File: config.mk
export PLATFORM = sky130hd
export DESIGN_NAME = vend_controller
export DESIGN_NICKNAME = d
export VERILOG_FILES = /design/src/rtl/vend_pkg.sv /design/src/rtl/vend_prio_arb.sv /design/src/rtl/vend_controller.sv
export SDC_FILE = /design/constraint.sdc
export NUM_CORES = 1
export LEC_CHECK = 0
export ABC_AREA = 1
export BUFFER_PORTS_ARGS = -buffer_cell sky130_fd_sc_hd__buf_2
export CORE_MARGIN = 5
export CORE_UTILIZATION = 45
export CTS_BUF_LIST = sky130_fd_sc_hd__clkbuf_16
export DETAILED_ROUTE_END_ITERATION = 16
export GPL_TIMING_DRIVEN = 0
export PLACE_DENSITY = 0.67
export SETUP_SLACK_MARGIN = 0.02
export SYNTH_ARGS = -nofsm -noshare
export SYNTH_HDL_FRONTEND = slang
export SYNTH_SLANG_ARGS = --single-unit
File: constraint.sdc
create_clock -name Clk -period 2.7 [get_ports Clk]
set_input_delay 0.135 -clock Clk [delete_from_list [all_inputs] [get_ports Clk]]
set_output_delay 0.135 -clock Clk [all_outputs]
set_load 0.005 [all_outputs]
File: src/rtl/vend_pkg.sv
// Shared types, constants and coin helpers for the vending purchase sequencer.
package vend_pkg;

    localparam int NPROD = 4;
    localparam int CW    = 7;
    localparam int SW    = 4;

    localparam logic [SW-1:0] RSTOCK = 4'd9;

    typedef enum logic [1:0] {
        IDLE   = 2'd0,
        VEND   = 2'd1,
        PAYOUT = 2'd2
    } state_t;

    typedef enum logic [1:0] {
        COIN_NONE    = 2'b00,
        COIN_NICKEL  = 2'b01,
        COIN_DIME    = 2'b10,
        COIN_QUARTER = 2'b11
    } coin_t;

    localparam logic [CW-1:0] NICKEL_VAL  = 7'd5;
    localparam logic [CW-1:0] DIME_VAL    = 7'd10;
    localparam logic [CW-1:0] QUARTER_VAL = 7'd25;

    localparam logic [CW-1:0] PRICE [NPROD] = '{7'd5, 7'd10, 7'd15, 7'd30};

    function automatic logic [CW-1:0] coin_value(input logic [1:0] c);
        logic [CW-1:0] v;
        case (c)
            COIN_NICKEL:  v = NICKEL_VAL;
            COIN_DIME:    v = DIME_VAL;
            COIN_QUARTER: v = QUARTER_VAL;
            default:      v = 7'd0;
        endcase
        return v;
    endfunction

    // Largest coin that does not exceed the remaining credit.
    function automatic logic [1:0] greedy_coin(input logic [CW-1:0] m);
        logic [1:0] c;
        if (m >= QUARTER_VAL) begin
            c = COIN_QUARTER;
        end else if (m >= DIME_VAL) begin
            c = COIN_DIME;
        end else if (m >= NICKEL_VAL) begin
            c = COIN_NICKEL;
        end else begin
            c = COIN_NONE;
        end
        return c;
    endfunction

endpackage

File: src/rtl/vend_prio_arb.sv
// Fixed-priority (slot 0 highest) grant over the Buy lines; a slot is only
// eligible once its request has been seen low during an IDLE cycle.
module vend_prio_arb
    import vend_pkg::*;
(
    input  logic             clk,
    input  logic             rst_n,
    input  logic             idle,
    input  logic [NPROD-1:0] req,
    output logic [NPROD-1:0] grant,
    output logic [1:0]       grant_idx,
    output logic             grant_valid
);

    logic [NPROD-1:0] armed_r;
    logic [NPROD-1:0] eligible_s;

    // Re-arm tracking: a held request disarms itself after one IDLE look.
    always_ff @(posedge clk or negedge rst_n) begin
        if (!rst_n) begin
            armed_r <= 4'b0000;
        end else if (idle) begin
            armed_r <= ~req;
        end else begin
            armed_r <= armed_r;
        end
    end

    // Lowest-index eligible request wins.
    always_comb begin
        eligible_s  = req & armed_r;
        grant       = 4'b0000;
        grant_idx   = 2'd0;
        grant_valid = 1'b0;
        if (eligible_s[0]) begin
            grant = 4'b0001; grant_idx = 2'd0; grant_valid = 1'b1;
        end else if (eligible_s[1]) begin
            grant = 4'b0010; grant_idx = 2'd1; grant_valid = 1'b1;
        end else if (eligible_s[2]) begin
            grant = 4'b0100; grant_idx = 2'd2; grant_valid = 1'b1;
        end else if (eligible_s[3]) begin
            grant = 4'b1000; grant_idx = 2'd3; grant_valid = 1'b1;
        end else begin
            grant = 4'b0000; grant_idx = 2'd0; grant_valid = 1'b0;
        end
    end

endmodule

File: src/rtl/vend_controller.sv
// Vending purchase sequencer: coin credit, product grant with credit/stock
// check, one-cycle vend pulse, and greedy coin payout of remaining credit.
module vend_controller
    import vend_pkg::*;
(
    input  logic                Clk,
    input  logic                Reset,
    input  logic [1:0]          Coin,
    input  logic [NPROD-1:0]    Buy,
    input  logic                Return,
    input  logic                Restock,
    output logic [CW-1:0]       Money,
    output logic [NPROD*SW-1:0] Stock,
    output logic [NPROD-1:0]    Vending,
    output logic [1:0]          CoinOut,
    output logic                Busy,
    output logic                Reject
);

    state_t           state_r;
    logic [CW-1:0]    money_r;
    logic [SW-1:0]    stock_r [NPROD];
    logic [1:0]       slot_r;
    logic [NPROD-1:0] vending_r;
    logic [1:0]       coin_out_r;
    logic             busy_r;
    logic             reject_r;

    logic [NPROD-1:0] grant_s;
    logic [1:0]       grant_idx_s;
    logic             grant_valid_s;

    logic [CW-1:0]    coin_val_s;
    logic [CW:0]      credit_sum_s;
    logic             coin_in_s;
    logic             coin_over_s;
    logic [CW-1:0]    money_credit_s;
    logic             grant_ok_s;
    logic [CW-1:0]    pay_val_s;
    logic [CW-1:0]    money_after_pay_s;
    logic [CW-1:0]    vend_money_s;

    vend_prio_arb u_arb (
        .clk         (Clk),
        .rst_n       (Reset),
        .idle        (state_r == IDLE),
        .req         (Buy),
        .grant       (grant_s),
        .grant_idx   (grant_idx_s),
        .grant_valid (grant_valid_s)
    );

    // Credit, price/stock check and payout arithmetic; price check uses pre-coin credit.
    always_comb begin
        coin_val_s   = coin_value(Coin);
        coin_in_s    = (Coin != COIN_NONE);
        credit_sum_s = {1'b0, money_r} + {1'b0, coin_val_s};
        coin_over_s  = credit_sum_s[CW];
        if (coin_in_s && !coin_over_s) begin
            money_credit_s = credit_sum_s[CW-1:0];
        end else begin
            money_credit_s = money_r;
        end
        grant_ok_s = grant_valid_s && (money_r >= PRICE[grant_idx_s])
                     && (stock_r[grant_idx_s] != 4'd0);
        pay_val_s         = coin_value(greedy_coin(money_r));
        money_after_pay_s = money_r - pay_val_s;
        vend_money_s      = money_r - PRICE[slot_r];
    end

    // Main FSM with credit register, stock array and registered outputs.
    always_ff @(posedge Clk or negedge Reset) begin
        if (!Reset) begin
            state_r    <= IDLE;
            money_r    <= 7'd0;
            slot_r     <= 2'd0;
            vending_r  <= 4'b0000;
            coin_out_r <= COIN_NONE;
            busy_r     <= 1'b0;
            reject_r   <= 1'b0;
            for (int i = 0; i < NPROD; i++) begin
                stock_r[i] <= RSTOCK;
            end
        end else begin
            vending_r <= 4'b0000;
            case (state_r)
                IDLE: begin
                    money_r  <= money_credit_s;
                    reject_r <= (coin_in_s && coin_over_s) || (grant_valid_s && !grant_ok_s);
                    if (Buy != 4'b0000) begin
                        if (grant_ok_s) begin
                            state_r   <= VEND;
                            slot_r    <= grant_idx_s;
                            vending_r <= grant_s;
                            busy_r    <= 1'b1;
                        end else begin
                            state_r <= IDLE;
                        end
                    end else begin
                        if (Restock) begin
                            for (int i = 0; i < NPROD; i++) begin
                                stock_r[i] <= RSTOCK;
                            end
                        end else begin
                            slot_r <= slot_r;
                        end
                        if (Return && (money_credit_s != 7'd0)) begin
                            state_r    <= PAYOUT;
                            busy_r     <= 1'b1;
                            coin_out_r <= greedy_coin(money_credit_s);
                        end else begin
                            state_r <= IDLE;
                        end
                    end
                end
                VEND: begin
                    reject_r        <= coin_in_s;
                    money_r         <= vend_money_s;
                    stock_r[slot_r] <= stock_r[slot_r] - 4'd1;
                    state_r         <= IDLE;
                    busy_r          <= 1'b0;
                end
                PAYOUT: begin
                    reject_r <= coin_in_s;
                    // Leave once the remainder can no longer buy a nickel; any residue is dropped.
                    if (money_after_pay_s < NICKEL_VAL) begin
                        state_r    <= IDLE;
                        money_r    <= 7'd0;
                        coin_out_r <= COIN_NONE;
                        busy_r     <= 1'b0;
                    end else begin
                        money_r    <= money_after_pay_s;
                        coin_out_r <= greedy_coin(money_after_pay_s);
                    end
                end
                default: begin
                    state_r    <= IDLE;
                    money_r    <= 7'd0;
                    coin_out_r <= COIN_NONE;
                    busy_r     <= 1'b0;
                    reject_r   <= 1'b0;
                end
            endcase
        end
    end

    // Flatten the stock array onto the output bus.
    always_comb begin
        Stock = {(NPROD*SW){1'b0}};
        for (int i = 0; i < NPROD; i++) begin
            Stock[SW*i +: SW] = stock_r[i];
        end
    end

    assign Money   = money_r;
    assign Vending = vending_r;
    assign CoinOut = coin_out_r;
    assign Busy    = busy_r;
    assign Reject  = reject_r;

endmodule

Yosys cells after proc, flatten, opt, wreduce, memory -nomap -nowiden
Index checks and enable logic that the tools add are counted.

word-level totals
  bits of input ports = 10
  word-level logic and storage cells = 132
  register bits = 39
  output and inout bits = 31

cells by class
  add/subtract/negate cells = 4
  reductions and logical operators = 21
  bitwise gates (word level) = 5
  multiplexer cells = 62
  magnitude comparators = 14
  equality and inequality tests = 14

operators by type and width
  kind                                                                                  count
  4-bit two-way mux                                                                     12
  7-bit two-way mux                                                                     6
  16-bit two-way mux                                                                    2
  2-bit two-way mux                                                                     16
  16-bit case mux with 2 select lines                                                   1
  5-bit case mux with 3 select lines                                                    2
  7-bit binary-select mux with 2-bit select                                             2
  7-bit by 3-bit greater-or-equal comparator with 1-bit output (second input constant)  3
  7-bit by 4-bit greater-or-equal comparator with 1-bit output (second input constant)  3
  7-bit by 5-bit greater-or-equal comparator with 1-bit output (second input constant)  3
  7-bit case mux with 3 select lines                                                    1
  4-bit binary-select mux with 2-bit select                                             2
  16-bit bitwise mux                                                                    1
  7-bit subtractor                                                                      2
  1-bit two-way mux                                                                     12
  3-bit AND reduction                                                                   4
  2-bit == test (second input constant)                                                 5
  7-bit by 7-bit adder with 8-bit output                                                1
  4-bit demux with 2-bit select                                                         1
  2-bit inequality test (second input constant)                                         4
  4-bit nonzero test                                                                    2
  7-bit greater-or-equal comparator                                                     1
  1-bit logical AND                                                                     7
  7-bit by 3-bit < comparator with 1-bit output (second input constant)                 1
  18 further kinds                                                                      26

Logic depth before layout (Yosys ltp)
Gate-level depths: netlist of run 1.

  word-level depth = 16
  gate-level depth with buffers = 24

Cells and area by module
A second synthesis of run 1 with hierarchy kept.

second synthesis, totals
  cell total of the unflattened synthesis = 459
  area, all modules = 3228.1 sq um

by module, submodules not included
  module           cells an instance  area each (sq um)  instances
  vend_controller  430                2982.9             1
  vend_prio_arb    29                 245.2              1

Least setup slack after synthesis of run 1
No wires, ideal clock.

  path type = register to register
  start point = register money_r[5], in the netlist Money[5]
  end point = register coin_out_r[0], in the netlist CoinOut[0]
  stages on the path, launching flop included = 25
  arrival = 2.774 ns
  path slack = -0.190 ns
  data required time = 2.584 ns
  path buffers = 1
  path through = dfrtp_1 buf_2 nor2_1 inv_1 nor2_1 o21ai_0 inv_1 o21ai_0 nand2_1 ha_1 inv_1 fa_1 nand3_1 nand2_1 nand2_1 nand2_1 xor2_1 nor3_1 nand2_1 nand2_1 inv_1 nand2_1 nand2_1 nand2_1 nand2_1

on the way
  cells in the longest elaborated chain, start to end = 13

RTL lines
  what                                                                              line                    RTL
  start, declared                                                                   vend_controller.sv:21   logic [CW-1:0] money_r;
  start signal, assigned                                                            vend_controller.sv:88   money_r <= money_credit_s;
  start signal, assigned                                                            vend_controller.sv:118  money_r <= vend_money_s;
  start signal, assigned                                                            vend_controller.sv:132  money_r <= money_after_pay_s;
  7-bit by 3-bit greater-or-equal comparator with 1-bit output                      vend_pkg.sv:47          end else if (m >= NICKEL_VAL) begin
  1-bit two-way mux                                                                 vend_pkg.sv:47
  2-bit two-way mux                                                                 vend_pkg.sv:45          end else if (m >= DIME_VAL) begin
  2-bit two-way mux                                                                 vend_pkg.sv:43          if (m >= QUARTER_VAL) begin
  2-bit == test / 2-bit by 1-bit == test with 1-bit output (equally long branches)  vend_pkg.sv:31          case (c)
  5-bit case mux with 3 select lines                                                vend_pkg.sv:31
  7-bit subtractor                                                                  vend_controller.sv:67   money_after_pay_s = money_r - pay_val_s;
  7-bit by 3-bit greater-or-equal comparator with 1-bit output                      vend_pkg.sv:47
  1-bit two-way mux                                                                 vend_pkg.sv:47
  2-bit two-way mux                                                                 vend_pkg.sv:45
  2-bit two-way mux                                                                 vend_pkg.sv:43
  2-bit two-way mux                                                                 vend_controller.sv:126  if (money_after_pay_s < NICKEL_VAL) begin
  2-bit case mux with 3 select lines                                                vend_controller.sv:86   case (state_r)
  end signal, assigned                                                              vend_controller.sv:110  coin_out_r <= greedy_coin(money_credit_s);
  end signal, assigned                                                              vend_controller.sv:133  coin_out_r <= greedy_coin(money_after_pay_s);
  end, declared                                                                     vend_controller.sv:25   logic [1:0] coin_out_r;

Parallel ways exist; a longest one is shown, timed or not. The select of a mux whose other input is x is not followed.
A chain may end at the register's enable or synchronous reset.

Worst setup path in the final report of run 1
  start point = register money_r[6], in the netlist Money[6]
  end point = register coin_out_r[0], in the netlist CoinOut[0]

Same word-level chain as after synthesis.

==> results of run 1 <==
==> area by class of cell <==
cell class | count | area [um^2]
Clock buffer | 5 | 125.1
Timing Repair Buffer | 60 | 362.8
Sequential cell | 39 | 993.5
Tap cell | 96 | 120.1
Clock inverter | 3 | 12.51
Multi-Input combinational cell | 325 | 1969
Fill cell | 668 | 2907
Buffer | 6 | 38.79
Inverter | 80 | 302.8
==> routing by layer <==
layer / track usage (%) / vias to the layer above / wire length (um)
met2: 33.65 / 78 / 4103
met5: 0 / - / 0
met3: 3.205 / 11 / 409
met4: 5.897 / 0 / 108
met1: 26.04 / 1493 / 3785
li1: - / 1594 / -
==> state kept, by name, summed over array words and instances (netlist names) <==
signal         flops
Money              7
Vending            4
CoinOut            2
Stock             16
Reject             1
state_r            2
Busy               1
slot_r             2
u_arb.armed_r      4
==> cells by family after synthesis <==
kind of cell / count (synthesis) / synth area share, %
compound gates: 80 / 14.83
xor+xnor: 7 / 1.932
fa+ha+maj: 28 / 11.75
buf+inv: 87 / 10.84
flops: 39 / 31.07
simple gates: 210 / 29.57
==> how the worst min path moves through the flow <==
stage	end	slack (ps)
after floorplan	Busy	-160
after global placement	Stock[14]	300
after detailed placement	Stock[14]	310
after CTS	Stock[14]	10
after global routing	Stock[14]	50
final	Stock[14]	-20
==> metrics by stage <==
stage	power [mW]	TNS [ps]	util, %
2_1_floorplan	3.546	0	-
3_3_place_gp	4.387	-2041	51.45
3_5_place_dp	4.439	-2251	51.45
4_1_cts	5.342	-195.7	55.73
5_1_grt	6.132	-2080	57.45
6_report	5.592	-617.6	57.45
==> worst max-delay path, stage by stage, from the launching register on <==
cell     delay [ps]
dfrtp_2         450
nor2_4          120
inv_2            40
nor2_1           70
o21ai_1          90
inv_1           110
o21ai_2          70
nand2_1          60
ha_2            170
inv_2            40
fa_2            370
buf_4           150
xor2_2          150
nor2_1          150
nand2_1          70
nand2_1          60
nor2_1           40
nor3_1          140
nand2_1         120
nand2_4          90
nand2_2          40
nand2_1          60
nand2_1          50
==> report_power, final <==
part,switching [mW],total [mW],internal (mW)
Clock,0.229,0.563,0.334
Combinational,2.31,3.90,1.59
Sequential,0.260,1.13,0.868
Total,2.80,5.59,2.79
==> repair_timing <==
item                                    4_1_cts  5_1_grt
gates resized for setup                      21       16
pin swaps                                     7        9
endpoints found under the setup margin        8       13
buffers inserted                              9       11
==> cells in the mapped netlist (all sizes together) (4+ instances only) <==
cell / instances / share of area, %
nor3: 4 / 0.63
nand3: 24 / 4.9
nor2: 40 / 5.4
a22oi: 4 / 0.95
inv: 80 / 9.5
xor2: 5 / 1.4
buf: 5 / 1.1
a31oi: 6 / 1.2
dfrtp: 31 / 24
o22ai: 10 / 2.0
o21ai: 32 / 5.3
nand2: 127 / 16
nand4: 7 / 1.4
a21oi: 18 / 2.8
ha: 25 / 9.9
dfstp: 8 / 6.6
==> reports/qor.csv, run 1 <==
stage;metric;value;unit
timing;setup ws final;-133.0;ps
global_route;first-pass GRT wire length;14120;um
power_and_ir_drop;Static Leak;2.036;nW
layout;Finished Layout Cells;614;
timing;final number of max-transition violations;0;
routing;vias per cell;5.173;
global_route;initial antenna violation count;0;
routing;DRT antenna net count;0;
critical_path;CP required;2880;ps
timing;hold violation count in the final report;31;
cts;TritonCTS clock tree;built;
layout;Layout Cell Area excl Fill;3925;um^2
routing;Residual DRC;0;
synthesis;EDFF count, synth;0;
synthesis;Synth Net Count;489;
die;Die ar.;8830;um^2
power_and_ir_drop;Pwr per Cell Area;1425;nW/um^2
routing;routed len/inst;13.69;um
timing;final hold slack;-23.17;ps
cts;clock buffer depth;2;
timing;setup violators final;8;
routing;routed wire length;8407;um
critical_path;Critical Path Start Type;register;
cts;Reg clk slew, reported paths;60;ps
cts;Clock Tree Root;clkbuf_16;
cts;CTS Buf Count;5;
layout;nets;555;
die;chip height;93.97;um
routing;detailed-route via count;3176;
cts;worst-skew pair later-pin latency;280;ps
global_route;gr usage total;19.89;%
synthesis;Main synth FF type;dfrtp_1;
flow_run;max cap viols;0;
routing;Pre-antenna DRT Iters;4;
critical_path;kind of critical path;reg2reg;
global_route;grt ovf;0;
layout;most common cell after layout, fill and taps aside;nand2_1;
cts;# hold bufs at CTS;0;
critical_path;crit path launch;Money[6];
die;initial core utilization;46.45;%
die;Die Wd;93.97;um
cts;# H-tree levels;2;
critical_path;worst-path fanout max;5;
synthesis;Avg Inst Size Synth;7.036;um^2
critical_path;CP Data Arrival Time;3010;ps
global_route;largest net degree at the start of global routing;40;
placement;GP Congestion;0.9073;
die;row cnt;30;
placement;Placed Cells;587;
critical_path;end of the critical path;CoinOut[0];
layout;Layout area overhead;23.70;%
timing;fmax;353.0;MHz
placement;Post-DP Area;3515;um^2
synthesis;#FFs+latches synth;39;
synthesis;Cell Area, Synth;3173;um^2
synthesis;synthesized instance count;451;
global_route;number of global-route vias before repair;3069;
placement;I/O Buffers;40;
min_path;worst hold path class;in2async;
timing;clock skew;3.092;ps
layout;share of cells above drive strength 1;26.25;%
power_and_ir_drop;Peak supply drop;591.9;uV
die;# IOs;41;
timing;unrepaired setup endpoints after global routing;true;
critical_path;CP Capture Type;register;
critical_path;slack of the worst reg-to-reg path;-130;ps
timing;Worst slew margin;40.94;%
outcome;outcome;finished, violations left;
timing;fin crit period;2833;ps
layout;most frequent cells in the layout;109 x nand2_1, 75 x inv_1, 41 x buf_2;
routing;initial DRC count;179;
timing;Tcrit/Tclk final;104.9;%
placement;detailed placement HPWL;6352;um
layout;# diodes;0;
synthesis;Netlist cell types;42;
critical_path;worst r2r src;Money[6];
cts;TritonCTS Sinks;39;
synthesis;Synth async-reset ratio;100.0;%
synthesis;sequential share of the synthesized area;31.07;%
critical_path;FF-to-FF path depth;22;
outcome;failing checks;hold timing, setup timing;
synthesis;Yosys warning count;0;
die;Core Box Area;6832;um^2
timing;Worst Tran Pin Value;885.9;ps
placement;dpl ws;-386.0;ps
critical_path;Reg-to-Reg End;CoinOut[0];
No activity file was read; power rests on OpenSTA's default activity.
==> inputs of run 2 (changes only) <==
--- a/config.mk
+++ b/config.mk
@@ -7,9 +7,11 @@
 export LEC_CHECK = 0
 export ABC_AREA = 1
 export BUFFER_PORTS_ARGS = -buffer_cell sky130_fd_sc_hd__buf_2
+export CORE_ASPECT_RATIO = 2
 export CORE_MARGIN = 5
 export CORE_UTILIZATION = 45
 export CTS_BUF_LIST = sky130_fd_sc_hd__clkbuf_16
+export CTS_CLUSTER_DIAMETER = 100
 export DETAILED_ROUTE_END_ITERATION = 16
 export GPL_TIMING_DRIVEN = 0
 export PLACE_DENSITY = 0.67
==> reports/qor.csv, run 2 (synthesized netlist as in run 1, its figures left out) <==
stage;metric;value;unit
power_and_ir_drop;Clock Power Share;11.8;%
layout;most common cell after layout, fill and taps aside;nand2_1;
critical_path;critical path, cell by cell;nor2_2 -> inv_1 -> nor2_1 -> o21ai_1 -> inv_1 -> o21ai_2 -> nand2_1 -> ha_2 -> inv_2 -> fa_2 -> nand3_2 -> nand2_2 -> nand2_2 -> nand2_2 -> xor2_2 -> nor3_2 -> nand2_1 -> nand2_4 -> inv_4 -> nand2_4 -> nand2_2 -> nand2_1 -> nand2_1;
die;Core Box Area;6887;um^2
placement;dpl ws;-519.4;ps
timing;clock skew;7.766;ps
power_and_ir_drop;Sw Share;50.60;%
critical_path;Crit path depth;23;
critical_path;crit path launch;Money[5];
power_and_ir_drop;Pwr per Cell Area;1453;nW/um^2
power_and_ir_drop;Peak supply drop;783.3;uV
timing;Worst Tran Pin Value;914.6;ps
power_and_ir_drop;Final Total Pwr;5.637;mW
flow_run;max cap viols;0;
outcome;failing checks;hold timing, setup timing;
power_and_ir_drop;Psw;2.853;mW
routing;DRT antenna net count;0;
power_and_ir_drop;Comb power frac;68.5;%
global_route;initial antenna violation count;0;
routing;vias per cell;5.317;
die;Die ar.;8932;um^2
layout;fill count;707;
power_and_ir_drop;Int Pwr;2.785;mW
global_route;grt ovf;0;
routing;Residual DRC;0;
critical_path;CP Data Arrival Time;3050;ps
critical_path;Buf/Inv on CP;4;
cts;Clock Tree Root;clkbuf_16;
routing;Pre-antenna DRT Iters;4;
critical_path;worst-path fanout max;4;
power_and_ir_drop;Static Leak;2.021;nW
cts;worst-skew pair later-pin latency;290;ps
outcome;outcome;finished, violations left;
routing;metal3 WL;292;um
critical_path;Crit-path slowest cell;dfrtp_1;
routing;initial DRC count;110;
critical_path;Critical Path Start Type;register;
layout;nets;550;
layout;max FFs per register;16;
routing;highest routed layer;met4;
timing;Setup TNS;-985.9;ps
critical_path;CP Capture Type;register;
cts;# H-tree levels;2;
die;Die Wd;69.38;um
placement;GP Congestion;0.8821;
die;initial core utilization;46.08;%
timing;hold violation count in the final report;21;
placement;I/O Buffers;40;
layout;# diodes;0;
global_route;largest net degree at the start of global routing;40;
routing;met2 wire length;5249;um
min_path;worst hold path class;in2async;
timing;Tcrit/Tclk final;106.2;%
timing;setup violators final;8;
die;row cnt;43;
timing;Worst slew margin;39.03;%
critical_path;FF-to-FF path depth;23;
cts;Reg clk slew, reported paths;60;ps
routing;detailed-route via count;3206;
global_route;gr usage total;21.63;%
critical_path;delay-heaviest family, CP;simple AND/OR/NAND/NOR gates;
critical_path;Critical Path Max Stage Delay;440;ps
layout;share of cells above drive strength 1;24.56;%
global_route;first-pass GRT wire length;15060;um
cts;clock buffer depth;2;
routing;M1 WL;3041;um
cts;# hold bufs at CTS;0;
cts;TritonCTS Sinks;39;
critical_path;kind of critical path;reg2reg;
routing;routed len/inst;15.45;um
global_route;number of global-route vias before repair;3371;
timing;fin crit period;2868;ps
layout;fin util;56.34;%
critical_path;worst r2r src;Money[5];
timing;final number of max-transition violations;0;
power_and_ir_drop;share of power burned in registers;19.8;%
layout;most frequent cells in the layout;109 x nand2_1, 76 x inv_1, 41 x buf_2;
cts;CTS Buf Count;5;
layout;Layout area overhead;22.28;%
critical_path;CP required;2880;ps
placement;detailed placement HPWL;7317;um
timing;final hold slack;-18.48;ps
timing;unrepaired setup endpoints after global routing;true;
timing;setup ws final;-167.6;ps
die;# IOs;41;
die;chip height;128.8;um
routing;routed wire length;9317;um
cts;TritonCTS clock tree;built;
timing;fmax;348.7;MHz
run 2: cell count changes in the layout (fill, tap and decap cells not counted), sizes merged:
cell and change:
buf -5, bufinv +1, clkinv -1
run 2: what timing repair did:
item / in CTS / in global routing
buffers inserted: 10 / 5
setup endpoints to repair: 10 / 15
gates resized for setup: 19 / 13
pin swaps: 6 / 11
run 2: metrics by stage:
stage / cell area [um^2] / cells
after floorplan: 3194 / 451
after global placement: 3507 / 581
after detailed placement: 3507 / 581
after CTS: 3806 / 599
after global routing: 3880 / 603
final: 3880 / 603
run 2: area by class of cell:
type,count,area [um^2],area share (%)
buffer,6,38.79,0.9997
clock inverter,3,37.54,0.9674
inverter,80,302.8,7.804
multi-input combinational,325,1947,50.18
clock buffer,5,125.1,3.225
timing repair buffer,55,325.3,8.384
tap,90,112.6,2.902
sequential,39,991.0,25.54
run 2: layer usage:
layer	global-route usage (%)	up-vias
li1	-	1586
met5	0	-
met4	16.69	0
met1	18.28	1463
met2	43.64	110
met3	2.815	47
run 2: worst register-to-register path, delay by kind of cell (launching register included):
kind	cells	cell delay, ps
flip-flops	1	440
adder cells (fa/ha/maj)	2	570
AND/OR/NAND/NOR	14	1210
buffers and inverters	4	240
XOR/XNOR	1	160
AO/OA/AOI/OAI	2	150
run 2: power groups by stage:
stage / logic (mW) / registers, mW / clock network, mW
detailed placement: 3.43 / 1.13 / 0
CTS: 3.73 / 1.10 / 0.678
global placement: 3.36 / 1.13 / 0
global route: 4.31 / 1.15 / 0.697
finish: 3.86 / 1.11 / 0.664
floorplan: 2.46 / 1.08 / 0
run 2: final timing paths:
kind | end | slack (ps)
setup / recovery | CoinOut[0] | -170
hold / removal | u_arb.armed_r[1] | -20
setup reg to reg | CoinOut[0] | -170
hold reg to reg | CoinOut[0] | 470
max in group asynchronous | Money[2] | 2080
min in group Clk | u_arb.armed_r[2] | 80
